**src/rtl/rs_ctrl_pkg.sv**
```systemverilog
// ---------------------------------------------------------------------------
// rs_ctrl_pkg
// Shared constants and types for the RS(15,11) decoder control path.
//   RS_N / RS_K      : codeword length and data symbols per codeword
//   SYM_W            : width of a symbol/position index
//   RS_KES_TIMEOUT   : cycles the scheduler waits for the key-equation solver
//   PHASE_*          : externally visible phase codes
//   rs_state_e       : scheduler state, encoded with the PHASE codes
// ---------------------------------------------------------------------------
package rs_ctrl_pkg;

  localparam int RS_N           = 15;
  localparam int RS_K           = 11;
  localparam int SYM_W          = 4;
  localparam int RS_KES_TIMEOUT = 16;

  localparam logic [2:0] PHASE_IDLE   = 3'd0;
  localparam logic [2:0] PHASE_LOAD   = 3'd1;
  localparam logic [2:0] PHASE_SOLVE  = 3'd2;
  localparam logic [2:0] PHASE_SEARCH = 3'd3;
  localparam logic [2:0] PHASE_EMIT   = 3'd4;

  // The state encoding is the phase code itself, so PHASE is a plain copy
  // of the state register.
  typedef enum logic [2:0] {
    ST_IDLE   = PHASE_IDLE,
    ST_LOAD   = PHASE_LOAD,
    ST_SOLVE  = PHASE_SOLVE,
    ST_SEARCH = PHASE_SEARCH,
    ST_EMIT   = PHASE_EMIT
  } rs_state_e;

  // Converts an integer position into a symbol index of the shared width.
  function automatic logic [SYM_W-1:0] to_sym_idx(input int value);
    return SYM_W'(value);
  endfunction

endpackage

```
**src/rtl/rs_frame_scheduler_if.sv**
```systemverilog
// ---------------------------------------------------------------------------
// rs_frame_scheduler_if
// Bundles every handshake and control signal between the frame scheduler
// and the datapath units around it.
//   master : the scheduler (drives ready/enables/index/phase/status)
//   slave  : source, solver, search unit and sink (drive valid/done/flags)
// Signals:
//   in_valid/in_ready     symbol input handshake
//   kes_done, kes_start   key-equation solver start/done
//   uncorr                search unit uncorrectable flag
//   out_valid/out_ready   data symbol output handshake
//   syn_en, syn_first     syndrome accumulate / load controls
//   chien_en              search position enable
//   sym_idx, phase        current index and phase code
//   fail, frame_done      frame status
// ---------------------------------------------------------------------------
interface rs_frame_scheduler_if;
  import rs_ctrl_pkg::*;

  logic             in_valid;
  logic             in_ready;
  logic             kes_done;
  logic             uncorr;
  logic             out_ready;
  logic             syn_en;
  logic             syn_first;
  logic             kes_start;
  logic             chien_en;
  logic             out_valid;
  logic [SYM_W-1:0] sym_idx;
  logic [2:0]       phase;
  logic             fail;
  logic             frame_done;

  modport master (
    input  in_valid, kes_done, uncorr, out_ready,
    output in_ready, syn_en, syn_first, kes_start, chien_en, out_valid,
           sym_idx, phase, fail, frame_done
  );

  modport slave (
    output in_valid, kes_done, uncorr, out_ready,
    input  in_ready, syn_en, syn_first, kes_start, chien_en, out_valid,
           sym_idx, phase, fail, frame_done
  );

endinterface

```
**src/rtl/rs_sym_counter.sv**
```systemverilog
// ---------------------------------------------------------------------------
// rs_sym_counter
// Symbol/position index counter with synchronous clear and enable, plus a
// compare against a caller-supplied terminal value.
//   i_clk, i_rst_n : clock, asynchronous active-low reset
//   i_clear        : load zero (wins over i_en)
//   i_en           : increment by one
//   i_tc_value     : terminal value to compare against
//   o_count        : current index
//   o_at_tc        : o_count equals i_tc_value
// ---------------------------------------------------------------------------
module rs_sym_counter
  import rs_ctrl_pkg::*;
(
  input  logic             i_clk,
  input  logic             i_rst_n,
  input  logic             i_clear,
  input  logic             i_en,
  input  logic [SYM_W-1:0] i_tc_value,
  output logic [SYM_W-1:0] o_count,
  output logic             o_at_tc
);

  logic [SYM_W-1:0] r_count;

  always_ff @(posedge i_clk or negedge i_rst_n) begin
    if (!i_rst_n) begin
      r_count <= '0;
    end else if (i_clear) begin
      r_count <= '0;
    end else if (i_en) begin
      r_count <= r_count + 1'b1;
    end
  end

  assign o_count = r_count;
  assign o_at_tc = (r_count == i_tc_value);

endmodule

```
**src/rtl/rs_frame_scheduler.sv**
```systemverilog
// ---------------------------------------------------------------------------
// rs_frame_scheduler
// Handshake-driven frame sequencer for the RS(15,11) decoder. One codeword
// is taken in (LOAD), the key-equation solver is started and awaited with a
// timeout (SOLVE), the Chien/Forney search is stepped over every position
// (SEARCH) and the K data symbols are handed to the sink (EMIT).
//   i_clk   : rising-edge clock
//   i_rst_n : asynchronous active-low reset; aborts any frame in flight
//   bus     : rs_frame_scheduler_if.master, all handshake/control signals
// Parameters: N (codeword symbols), K (data symbols), KES_TIMEOUT (solver
// wait limit in cycles).
// ---------------------------------------------------------------------------
module rs_frame_scheduler
  import rs_ctrl_pkg::*;
#(
  parameter int N           = RS_N,
  parameter int K           = RS_K,
  parameter int KES_TIMEOUT = RS_KES_TIMEOUT
) (
  input  logic                 i_clk,
  input  logic                 i_rst_n,
  rs_frame_scheduler_if.master bus
);

  localparam int TIMER_W = $clog2(KES_TIMEOUT);

  localparam logic [SYM_W-1:0]   LAST_SYM   = SYM_W'(N - 1);
  localparam logic [SYM_W-1:0]   LAST_DATA  = SYM_W'(K - 1);
  localparam logic [TIMER_W-1:0] TIMER_LAST = TIMER_W'(KES_TIMEOUT - 1);

  rs_state_e          r_state;
  rs_state_e          w_next_state;
  logic [TIMER_W-1:0] r_timer;
  logic [TIMER_W-1:0] w_next_timer;
  logic               r_fail;
  logic               w_next_fail;
  logic               r_kes_start;
  logic               w_next_kes_start;
  logic               r_frame_done;
  logic               w_next_frame_done;

  logic               w_cnt_clear;
  logic               w_cnt_en;
  logic [SYM_W-1:0]   w_tc_value;
  logic [SYM_W-1:0]   w_sym_idx;
  logic               w_at_tc;

  logic               w_in_ready;
  logic               w_in_hs;
  logic               w_out_hs;

  // Ready is a pure state decode, forced low while reset is held so the
  // source never sees a handshake that the scheduler cannot record.
  assign w_in_ready = i_rst_n && ((r_state == ST_IDLE) || (r_state == ST_LOAD));
  assign w_in_hs    = bus.in_valid && w_in_ready;
  assign w_out_hs   = (r_state == ST_EMIT) && bus.out_ready;

  rs_sym_counter u_sym_counter (
    .i_clk      (i_clk),
    .i_rst_n    (i_rst_n),
    .i_clear    (w_cnt_clear),
    .i_en       (w_cnt_en),
    .i_tc_value (w_tc_value),
    .o_count    (w_sym_idx),
    .o_at_tc    (w_at_tc)
  );

  // Next-state and next-register logic. The index counter is retargeted per
  // phase: the last codeword position while loading and searching, the last
  // data position while emitting. Every phase exit clears the index so each
  // phase starts counting from position 0.
  always_comb begin
    w_next_state      = r_state;
    w_next_timer      = '0;
    w_next_fail       = r_fail;
    w_next_kes_start  = 1'b0;
    w_next_frame_done = 1'b0;
    w_cnt_clear       = 1'b0;
    w_cnt_en          = 1'b0;
    w_tc_value        = LAST_SYM;

    case (r_state)
      ST_IDLE: begin
        if (w_in_hs) begin
          w_next_state = ST_LOAD;
          w_next_fail  = 1'b0;
          w_cnt_en     = 1'b1;
        end
      end

      ST_LOAD: begin
        if (w_in_hs) begin
          if (w_at_tc) begin
            w_next_state     = ST_SOLVE;
            w_next_kes_start = 1'b1;
            w_cnt_clear      = 1'b1;
          end else begin
            w_cnt_en = 1'b1;
          end
        end
      end

      ST_SOLVE: begin
        // A done pulse on the final timer cycle still counts as success, so
        // it is tested before the timeout.
        w_next_timer = r_timer + 1'b1;
        if (bus.kes_done) begin
          w_next_state = ST_SEARCH;
          w_next_timer = '0;
          w_cnt_clear  = 1'b1;
        end else if (r_timer == TIMER_LAST) begin
          w_next_state = ST_EMIT;
          w_next_fail  = 1'b1;
          w_next_timer = '0;
          w_cnt_clear  = 1'b1;
        end
      end

      ST_SEARCH: begin
        if (w_at_tc) begin
          w_next_state = ST_EMIT;
          w_next_fail  = r_fail | bus.uncorr;
          w_cnt_clear  = 1'b1;
        end else begin
          w_cnt_en = 1'b1;
        end
      end

      ST_EMIT: begin
        w_tc_value = LAST_DATA;
        if (w_out_hs) begin
          if (w_at_tc) begin
            w_next_state      = ST_IDLE;
            w_next_frame_done = 1'b1;
            w_cnt_clear       = 1'b1;
          end else begin
            w_cnt_en = 1'b1;
          end
        end
      end

      default: begin
        w_next_state = ST_IDLE;
        w_cnt_clear  = 1'b1;
      end
    endcase
  end

  // State and registered outputs.
  always_ff @(posedge i_clk or negedge i_rst_n) begin
    if (!i_rst_n) begin
      r_state      <= ST_IDLE;
      r_timer      <= '0;
      r_fail       <= 1'b0;
      r_kes_start  <= 1'b0;
      r_frame_done <= 1'b0;
    end else begin
      r_state      <= w_next_state;
      r_timer      <= w_next_timer;
      r_fail       <= w_next_fail;
      r_kes_start  <= w_next_kes_start;
      r_frame_done <= w_next_frame_done;
    end
  end

  assign bus.in_ready   = w_in_ready;
  assign bus.syn_en     = w_in_hs;
  assign bus.syn_first  = w_in_hs && (r_state == ST_IDLE);
  assign bus.kes_start  = r_kes_start;
  assign bus.chien_en   = (r_state == ST_SEARCH);
  assign bus.out_valid  = (r_state == ST_EMIT);
  assign bus.sym_idx    = w_sym_idx;
  assign bus.phase      = r_state;
  assign bus.fail       = r_fail;
  assign bus.frame_done = r_frame_done;

endmodule

```
**src/flat_wrapper.sv**
```systemverilog
// flat-port wrapper written by rule: the top's interface ports become plain ports
module rs_frame_scheduler_flat import rs_ctrl_pkg::*;
#(
  parameter int N           = RS_N,
  parameter int K           = RS_K,
  parameter int KES_TIMEOUT = RS_KES_TIMEOUT
)
  (i_clk, i_rst_n, bus_in_valid, bus_kes_done, bus_uncorr, bus_out_ready, bus_in_ready, bus_syn_en, bus_syn_first, bus_kes_start, bus_chien_en, bus_out_valid, bus_sym_idx, bus_phase, bus_fail, bus_frame_done);
  rs_frame_scheduler_if bus_i ();
  input  logic i_clk;
  input  logic i_rst_n;
  input wire logic [$bits(bus_i.in_valid)-1:0] bus_in_valid;
  input wire logic [$bits(bus_i.kes_done)-1:0] bus_kes_done;
  input wire logic [$bits(bus_i.uncorr)-1:0] bus_uncorr;
  input wire logic [$bits(bus_i.out_ready)-1:0] bus_out_ready;
  output wire logic [$bits(bus_i.in_ready)-1:0] bus_in_ready;
  output wire logic [$bits(bus_i.syn_en)-1:0] bus_syn_en;
  output wire logic [$bits(bus_i.syn_first)-1:0] bus_syn_first;
  output wire logic [$bits(bus_i.kes_start)-1:0] bus_kes_start;
  output wire logic [$bits(bus_i.chien_en)-1:0] bus_chien_en;
  output wire logic [$bits(bus_i.out_valid)-1:0] bus_out_valid;
  output wire logic [$bits(bus_i.sym_idx)-1:0] bus_sym_idx;
  output wire logic [$bits(bus_i.phase)-1:0] bus_phase;
  output wire logic [$bits(bus_i.fail)-1:0] bus_fail;
  output wire logic [$bits(bus_i.frame_done)-1:0] bus_frame_done;
  assign bus_i.in_valid = bus_in_valid;
  assign bus_i.kes_done = bus_kes_done;
  assign bus_i.uncorr = bus_uncorr;
  assign bus_i.out_ready = bus_out_ready;
  assign bus_in_ready = bus_i.in_ready;
  assign bus_syn_en = bus_i.syn_en;
  assign bus_syn_first = bus_i.syn_first;
  assign bus_kes_start = bus_i.kes_start;
  assign bus_chien_en = bus_i.chien_en;
  assign bus_out_valid = bus_i.out_valid;
  assign bus_sym_idx = bus_i.sym_idx;
  assign bus_phase = bus_i.phase;
  assign bus_fail = bus_i.fail;
  assign bus_frame_done = bus_i.frame_done;
  rs_frame_scheduler #(.N(N), .K(K), .KES_TIMEOUT(KES_TIMEOUT)) u_core (.i_clk(i_clk), .i_rst_n(i_rst_n), .bus(bus_i));
endmodule
```
**config.mk**
```make
export PLATFORM = sky130hd
export DESIGN_NAME = rs_frame_scheduler_flat
export DESIGN_NICKNAME = d
export VERILOG_FILES = /design/src/rtl/rs_ctrl_pkg.sv /design/src/rtl/rs_frame_scheduler_if.sv /design/src/rtl/rs_sym_counter.sv /design/src/rtl/rs_frame_scheduler.sv /design/src/flat_wrapper.sv
export SDC_FILE = /design/constraint.sdc
export NUM_CORES = 1
export LEC_CHECK = 0
export BUFFER_PORTS_ARGS = -buffer_cell sky130_fd_sc_hd__buf_2
export CAP_MARGIN = 20
export CORE_UTILIZATION = 30
export DETAILED_ROUTE_END_ITERATION = 16
export HOLD_SLACK_MARGIN = 0.03
export PLACE_DENSITY = 0.55
export SLEW_MARGIN = 20
export SYNTH_ARGS = -nofsm -noshare
export SYNTH_HDL_FRONTEND = slang
export SYNTH_SLANG_ARGS = --single-unit
```
**constraint.sdc**
```tcl
create_clock -name i_clk -period 2.91 [get_ports i_clk]
set_input_delay 0.291 -clock i_clk [delete_from_list [all_inputs] [get_ports i_clk]]
set_output_delay 0.291 -clock i_clk [all_outputs]
set_load 0.005 [all_outputs]
```
==> qor.csv, run 1 <==
metric;value;unit
GP Congestion;0.817;
fillers;292;
htree depth;1;
final hold violation count;0;
xor/xnor share of the synthesized area;2.90;%
layout net count;127;
uppermost layer routed;met4;
largest family of logic cells by synthesized area;simple AND/OR/NAND/NOR gates;
min-delay worst type;primary input to register;
post-route ant nets;0;
worst hold start;bus_out_ready;
status;finished with violations;
critical path type;primary input to output port;
hold_ws;0.316;ns
routed vias/inst;5.36;
CTS Buffer Depth;2;
FF-to-FF End;u_core.u_sym_counter.o_count[0]$_DFFE_PN0P_;
adder-cell share of the synthesized area;4.14;%
Clk Latency, worst-skew pair;0.28;ns
clock root buffer;clkbuf_4;
Final min period;2.13;ns
final setup TNS;0;ns
Critical Path Fanout Max;18;
Crit path max-delay family;buffers and inverters;
Worst Max-Slew Pin Slew;0.465;ns
DRC viols;2;
post-synthesis mux area share;0;%
Netlist Area Pre-Place;906;um2
number of global-route vias before repair;753;
met1 WL;993;um
mean cell area of the mapped netlist;9.44;um2
multi-input gate area in the final layout;514;um2
Post-Syn Nets;105;
register-to-register setup slack;1.13;ns
RSZ-0062 raised after global routing;no;
share of layout cells above drive strength 1;25.0;%
WP data required;2.62;ns
gr usage total;13.6;%
# IOs;21;
total grt overflow;0;
Crit path buffers/inverters;3;
number of DRC markers in iteration 0;21;
largest net degree at the start of global routing;19;
number of antenna violations at the first check in global routing;0;
Die X;57.0;um
Setup Viol. Count Final;0;
First-pass DRT Iterations;10;
post-synthesis sequential area ratio;38.7;%
Synthesis Warnings;0;
crit start category;primary input;
top post-synthesis cells by area;dfrtp_1 (39%), ha_1 (4.1%), nor2_1 (3.7%), o32ai_2 (3.6%), and3_1 (2.8%);
Yosys top cell area share;38.7;%
Post-CTS Resized;0;
Synth area leader;dfrtp_1;
global-route wire length before repair;3450;um
PD cells;609;nW/um2
Initial Utilization;32.3;%
Design Area, Final;1050;um2
sequential cell area;350;um2
clock skew;0.00350;ns
Total Wirelength;1990;um
Fmax;469;MHz
critical path capture point type;output port;
FP Rows;19;
Hold Path Depth;3;
ant diodes;0;
LEAKAGE;0.508;nW
Die Span Y;57.0;um
clock sink count;14;
worst path cell trace;dlygate4sd3_1, buf_2, nand2_1, nor4_1, buf_2;
fin crit share;73.2;%
Hold Buf Count CTS;1;
routed wl met2;886;um
Area Overhead vs Synth;16.4;%
CP peak stage delay;0.52;ns
Critical Path AT;1.84;ns
Slew HR;69.0;%
compound-gate portion of the synthesized area;17.5;%
core box area;2810;um2
DR vias;788;
Layout Utilization;37.6;%
Met3 Wirelength;100;um
Buffers on Ports;20;
peak supply drop;0.317;mV
Synth cell types;38;
max-cap viol count;0;
DIE AREA;3240;um2
number of buffers added for setup after CTS;0;
fin. max-slew vios;0;
#FFs+latches synth;14;
register clock-pin slew on the reported worst setup and hold paths;0.08;ns
violated checks;DRC;
DP Area;1020;um2
Slowest cell on crit path;dlygate4sd3_1;
Crit path top cell by count;buf_2;
TritonCTS clock tree;done;
hpwl dp;1490;um
Num CTS Buffers;3;
routed len/inst;13.5;um
Critical R2R Launch;u_core.u_sym_counter.o_count[0]$_DFFE_PN0P_;
depth of the most critical reg-to-reg path;6;
simple-gate area share of the yosys netlist;32.2;%
Mapped Cells;96;
Worst Hold End;u_core.bus.frame_done$_DFF_PN0_;
[per-stage QoR]
step,power [mW],instances,setup slack [ns]
after floorplan,0.458,96,1.32
after global placement,0.533,143,1.17
after detailed placement,0.534,143,1.17
after CTS,0.648,147,0.769
after global routing,0.697,147,0.614
final,0.642,147,0.780
[sequential cells by signal, summed over array words and instances (netlist names)]
name and cells:
u_core.bus.fail 1, u_core.bus.frame_done 1, u_core.bus.kes_start 1, u_core.bus.phase 3, u_core.r_timer 4, u_core.u_sym_counter.o_count 4
[synth_stat cells]
library cell and count:
and2_1 2, and4_1 1, a21boi_1 1, and4b_1 1
and2_4 1, and3_1 4, o21ai_0 1, nor4_1 2
a32o_1 1, xor2_1 1, nor2b_1 1, dfrtp_1 14
nand4b_1 1, o211ai_1 1, nand2_1 2, ha_1 3
a21oi_1 4, nor2_1 9, inv_1 5, or3_1 2
a31oi_1 2, nand4_1 4, nor3b_4 1, o21a_1 1
buf_4 1, nand3b_1 2, xnor2_1 2, a41o_1 1
buf_2 3, nand2b_1 3, o32ai_2 2, o31ai_1 3
and4bb_4 1, or2_2 1, a21o_1 2, nand3_1 4
o31a_1 1, nor3_1 5
[kinds of logic (layout without fill, tap and decap cells)]
family,Yosys count,count (layout)
adders and majority gates,3,3
DFF,14,14
AOI/OAI and AO/OA,20,20
xor gates and xnor gates,3,3
buffers and inverters,9,29
and+or+nand+nor,47,47
[tightest hold or removal path, stage by stage]
cell and delay [ns]:
buf_2 0.11, nand4b_1 0.11, nor4_1 0.05
[cell type report]
class / count / share of cell area [%]
multi-input combinational: 73 / 48.8
timing repair buffer: 21 / 10.4
clock buffer: 3 / 2.14
tap: 31 / 3.68
inverter: 5 / 1.78
sequential: 14 / 33.2
[report_power, final]
| part | switching, mW | internal, mW | total [mW] |
|---|---|---|---|
| logic | 0.111 | 0.113 | 0.224 |
| registers | 0.0786 | 0.229 | 0.308 |
| clock network | 0.0620 | 0.0480 | 0.110 |
| total | 0.252 | 0.390 | 0.642 |
[worst max path at each step]
stage	slack [ns]	start	end	depth (start not counted)
3_5_place_dp	1.17	u_core.u_sym_counter.o_count[0]$_DFFE_PN0P_	u_core.u_sym_counter.o_count[0]$_DFFE_PN0P_	6
5_1_grt	0.61	i_rst_n	bus_syn_first	5
4_1_cts	0.77	i_rst_n	bus_syn_first	5
6_report	0.78	i_rst_n	bus_syn_first	5
2_1_floorplan	1.32	u_core.u_sym_counter.o_count[0]$_DFFE_PN0P_	u_core.u_sym_counter.o_count[0]$_DFFE_PN0P_	6
3_3_place_gp	1.17	u_core.u_sym_counter.o_count[0]$_DFFE_PN0P_	u_core.u_sym_counter.o_count[0]$_DFFE_PN0P_	6
[cell usage in the layout (no fill, tap or decap), types with 2 or more instances in the layout]
cell type | Yosys | final
nand3_1 | 4 | 4
buf_2 | 3 | 20
or3_1 | 2 | 2
a21o_1 | 2 | 2
nor3_1 | 5 | 5
xnor2_1 | 2 | 2
clkbuf_4 | 0 | 3
a21oi_1 | 4 | 4
nand3b_1 | 2 | 2
nor2_1 | 9 | 9
and2_1 | 2 | 2
nand4_1 | 4 | 4
ha_1 | 3 | 3
inv_1 | 5 | 5
o32ai_2 | 2 | 2
nand2b_1 | 3 | 3
and3_1 | 4 | 4
dfrtp_1 | 14 | 14
nand2_1 | 2 | 2
nor4_1 | 2 | 2
o31ai_1 | 3 | 3
a31oi_1 | 2 | 2
[layer usage]
metal | GRT usage [%] | vias to the layer above
li1 | - | 401
met1 | 19.0 | 369
met2 | 20.3 | 16
met3 | 4.31 | 2
met4 | 3.83 | 0
met5 | 0 | -
(Power assumes the default switching activity.)
==> inputs of run 2 (changes only) <==
--- a/config.mk
+++ b/config.mk
@@ -10,7 +10,7 @@
 export CORE_UTILIZATION = 30
 export DETAILED_ROUTE_END_ITERATION = 16
 export HOLD_SLACK_MARGIN = 0.03
-export PLACE_DENSITY = 0.55
+export PLACE_DENSITY = 0.56
 export SLEW_MARGIN = 20
 export SYNTH_ARGS = -nofsm -noshare
 export SYNTH_HDL_FRONTEND = slang
==> constraint.sdc (replaced) <==
create_clock -name i_clk -period 1.7 [get_ports i_clk]
set_input_delay 0.17 -clock i_clk [delete_from_list [all_inputs] [get_ports i_clk]]
set_output_delay 0.17 -clock i_clk [all_outputs]
set_load 0.005 [all_outputs]
==> run 2 against run 1 <==
  * Power rose by 100%
  * Highest routed layer unchanged
  * Count of clock-buffer cells in the layout increased by 1
  * Combinational power rose by 140%
  * Cell count rose by 6.8%
  * The flow still finishes with violations (DRC)
  * Critical path depth is 1 higher
  * Clock skew decreased by 0.0015 ns
==> qor.csv, run 2 (synthesis gave the netlist of run 1 again) <==
metric;value;unit;change
clock root buffer;clkbuf_4;;
Setup Viol. Count Final;0;;unchanged
Fmax;613;MHz;
register clock-pin slew on the reported worst setup and hold paths;0.09;ns;about the same
largest net degree at the start of global routing;12;;-7
htree depth;1;;unchanged
most common cell after layout, fill and taps aside;buf_2;;
Num CTS Buffers;3;;unchanged
min-delay worst type;primary input to register;;
core box area;2810;um2;unchanged
WP data required;1.87;ns;-0.75 ns
routed len/inst;14.6;um;+7.5%
LEAKAGE;0.562;nW;+10%
register-to-register setup slack;0.07;ns;-1.06 ns
PD cells;1110;nW/um2;+83%
fillers;283;;-3.1%
FF-to-FF End;u_core.u_sym_counter.o_count[2]$_DFFE_PN0P_;;
peak supply drop;0.571;mV;+80%
Area Overhead vs Synth;28.0;%;
final setup TNS;0;ns;unchanged
Critical R2R Launch;u_core.bus.phase[0]$_DFFE_PN0P_;;
Total Wirelength;2290;um;+15%
worst path cell trace;buf_4, nor3b_4, xnor2_1, o32ai_2, buf_4, a21oi_1;;
most frequent cells in the layout;buf_2 (19), dfrtp_1 (14), nor2_1 (9), buf_4 (9), nor3_1 (5);;
Critical Path Sink;u_core.u_sym_counter.o_count[2]$_DFFE_PN0P_;;
Total Power;1.29;mW;+100%
status;finished with violations;;
DIE AREA;3240;um2;unchanged
fin. max-slew vios;0;;unchanged
Initial Utilization;32.3;%;unchanged
Clk Latency, worst-skew pair;0.28;ns;about the same
Final min period;1.63;ns;
share of layout cells above drive strength 1;34.1;%;+9.1 points
violated checks;DRC;;
global-route wire length before repair;3780;um;+9.6%
Buffers on Ports;20;;unchanged
number of DRC markers in iteration 0;17;;-19%
max-cap viol count;0;;unchanged
crit start category;register;;
Crit. Startpoint;u_core.bus.phase[0]$_DFFE_PN0P_;;
Die X;57.0;um;unchanged
final hold violation count;0;;unchanged
hpwl dp;1740;um;+17%
clock sink count;14;;unchanged
DRC viols;2;;unchanged
Layout Utilization;41.3;%;+3.7 points
routed vias/inst;5.64;;+5.3%
Worst Max-Slew Pin Slew;0.319;ns;-0.146 ns
GP Congestion;0.806;;-1.3%
critical path type;register to register;;
CP peak stage delay;0.50;ns;-0.02 ns
hold_ws;0.221;ns;-0.0946 ns
First-pass DRT Iterations;10;;unchanged
# IOs;21;;unchanged
critical path capture point type;register;;
number of global-route vias before repair;848;;+13%
depth of the most critical reg-to-reg path;6;;unchanged
Critical Path Fanout Max;11;;-7
CTS Buffer Depth;2;;unchanged
layout net count;136;;+7.1%
total grt overflow;0;;unchanged
TritonCTS clock tree;done;;
final std cells w/o fill;157;;+6.8%
Cells after DPL;151;;+5.6%
Critical Path AT;1.80;ns;-0.04 ns
Slew HR;78.7;%;+9.7 points
post-route ant nets;0;;unchanged
gr usage total;15.0;%;+1.3 points
fin crit share;95.9;%;
ant diodes;0;;unchanged
clock skew;0.00203;ns;-0.00147 ns
Die Span Y;57.0;um;unchanged
number of antenna violations at the first check in global routing;0;;unchanged
DR vias;886;;+12%
Crit path top cell by count;buf_4;;
FP Rows;19;;unchanged
Slowest cell on crit path;dfrtp_1;;
## run 2: cell count changes in the layout (fill, tap and decap cells not counted), sizes merged
| cell | previous run | this run |
|---|---|---|
| buf | 20 | 28 |
| clkbuf | 3 | 5 |
## run 2: how the worst min path moves through the flow
stage	cells after the start	slack, ns	startpoint	end
final	3	0.22	bus_out_ready	u_core.bus.frame_done$_DFF_PN0_
after global routing	3	0.21	bus_out_ready	u_core.bus.frame_done$_DFF_PN0_
after CTS	3	0.20	bus_out_ready	u_core.bus.frame_done$_DFF_PN0_
after detailed placement	1	0.03	i_rst_n	u_core.bus.phase[2]$_DFFE_PN0P_
after global placement	1	0.02	i_rst_n	u_core.bus.phase[2]$_DFFE_PN0P_
after floorplan	0	-0.13	i_rst_n	u_core.bus.fail$_DFFE_PN0P_
## run 2: cell type report
type	instances	area [um2]	area share, %
sequential	14	350	30.2
clock buffer	4	36.3	3.13
multi-input combinational	73	536	46.2
inverter	5	18.8	1.62
tap	31	38.8	3.34
timing repair buffer	30	180	15.5
## run 2: power breakdown
group | total [mW] | leakage [nW] | internal (mW) | switching, mW
clock network | 0.243 | 0.0210 | 0.130 | 0.113
logic | 0.542 | 0.356 | 0.278 | 0.264
registers | 0.505 | 0.184 | 0.392 | 0.113
total | 1.29 | 0.562 | 0.801 | 0.489
## run 2: repair_timing
action | 4_1_cts | 5_1_grt
pin swaps | 0 | 1
endpoints found under the hold margin | 14 | 0
gates resized for setup | 2 | 5
setup buffers | 0 | 1
endpoints found under the setup margin | 2 | 4
hold buffers | 1 | 0
## run 2: layer usage
layer	GRT usage, %	part of all wire, %	vias up
li1	-	-	421
met1	19.9	46	441
met2	23.4	47	22
met3	4.99	5.2	2
met4	4.18	0.92	0
met5	0	0	-
## run 2: metrics by stage
| step | setup slack (ns) | instance area [um2] |
|---|---|---|
| 2_1_floorplan | 0.114 | 906 |
| 3_3_place_gp | 0.0330 | 1080 |
| 3_5_place_dp | -0.00780 | 1080 |
| 4_1_cts | 0.000690 | 1140 |
| 5_1_grt | -0.00180 | 1160 |
| 6_report | 0.0692 | 1160 |
## run 2: critical path: cells and delay by family (launching register included)
kind	cells	cell delay [ns]
AOI/OAI and AO/OA	2	0.33
DFF	1	0.50
and+or+nand+nor	1	0.22
xor gates and xnor gates	1	0.10
buffers and inverters	2	0.37
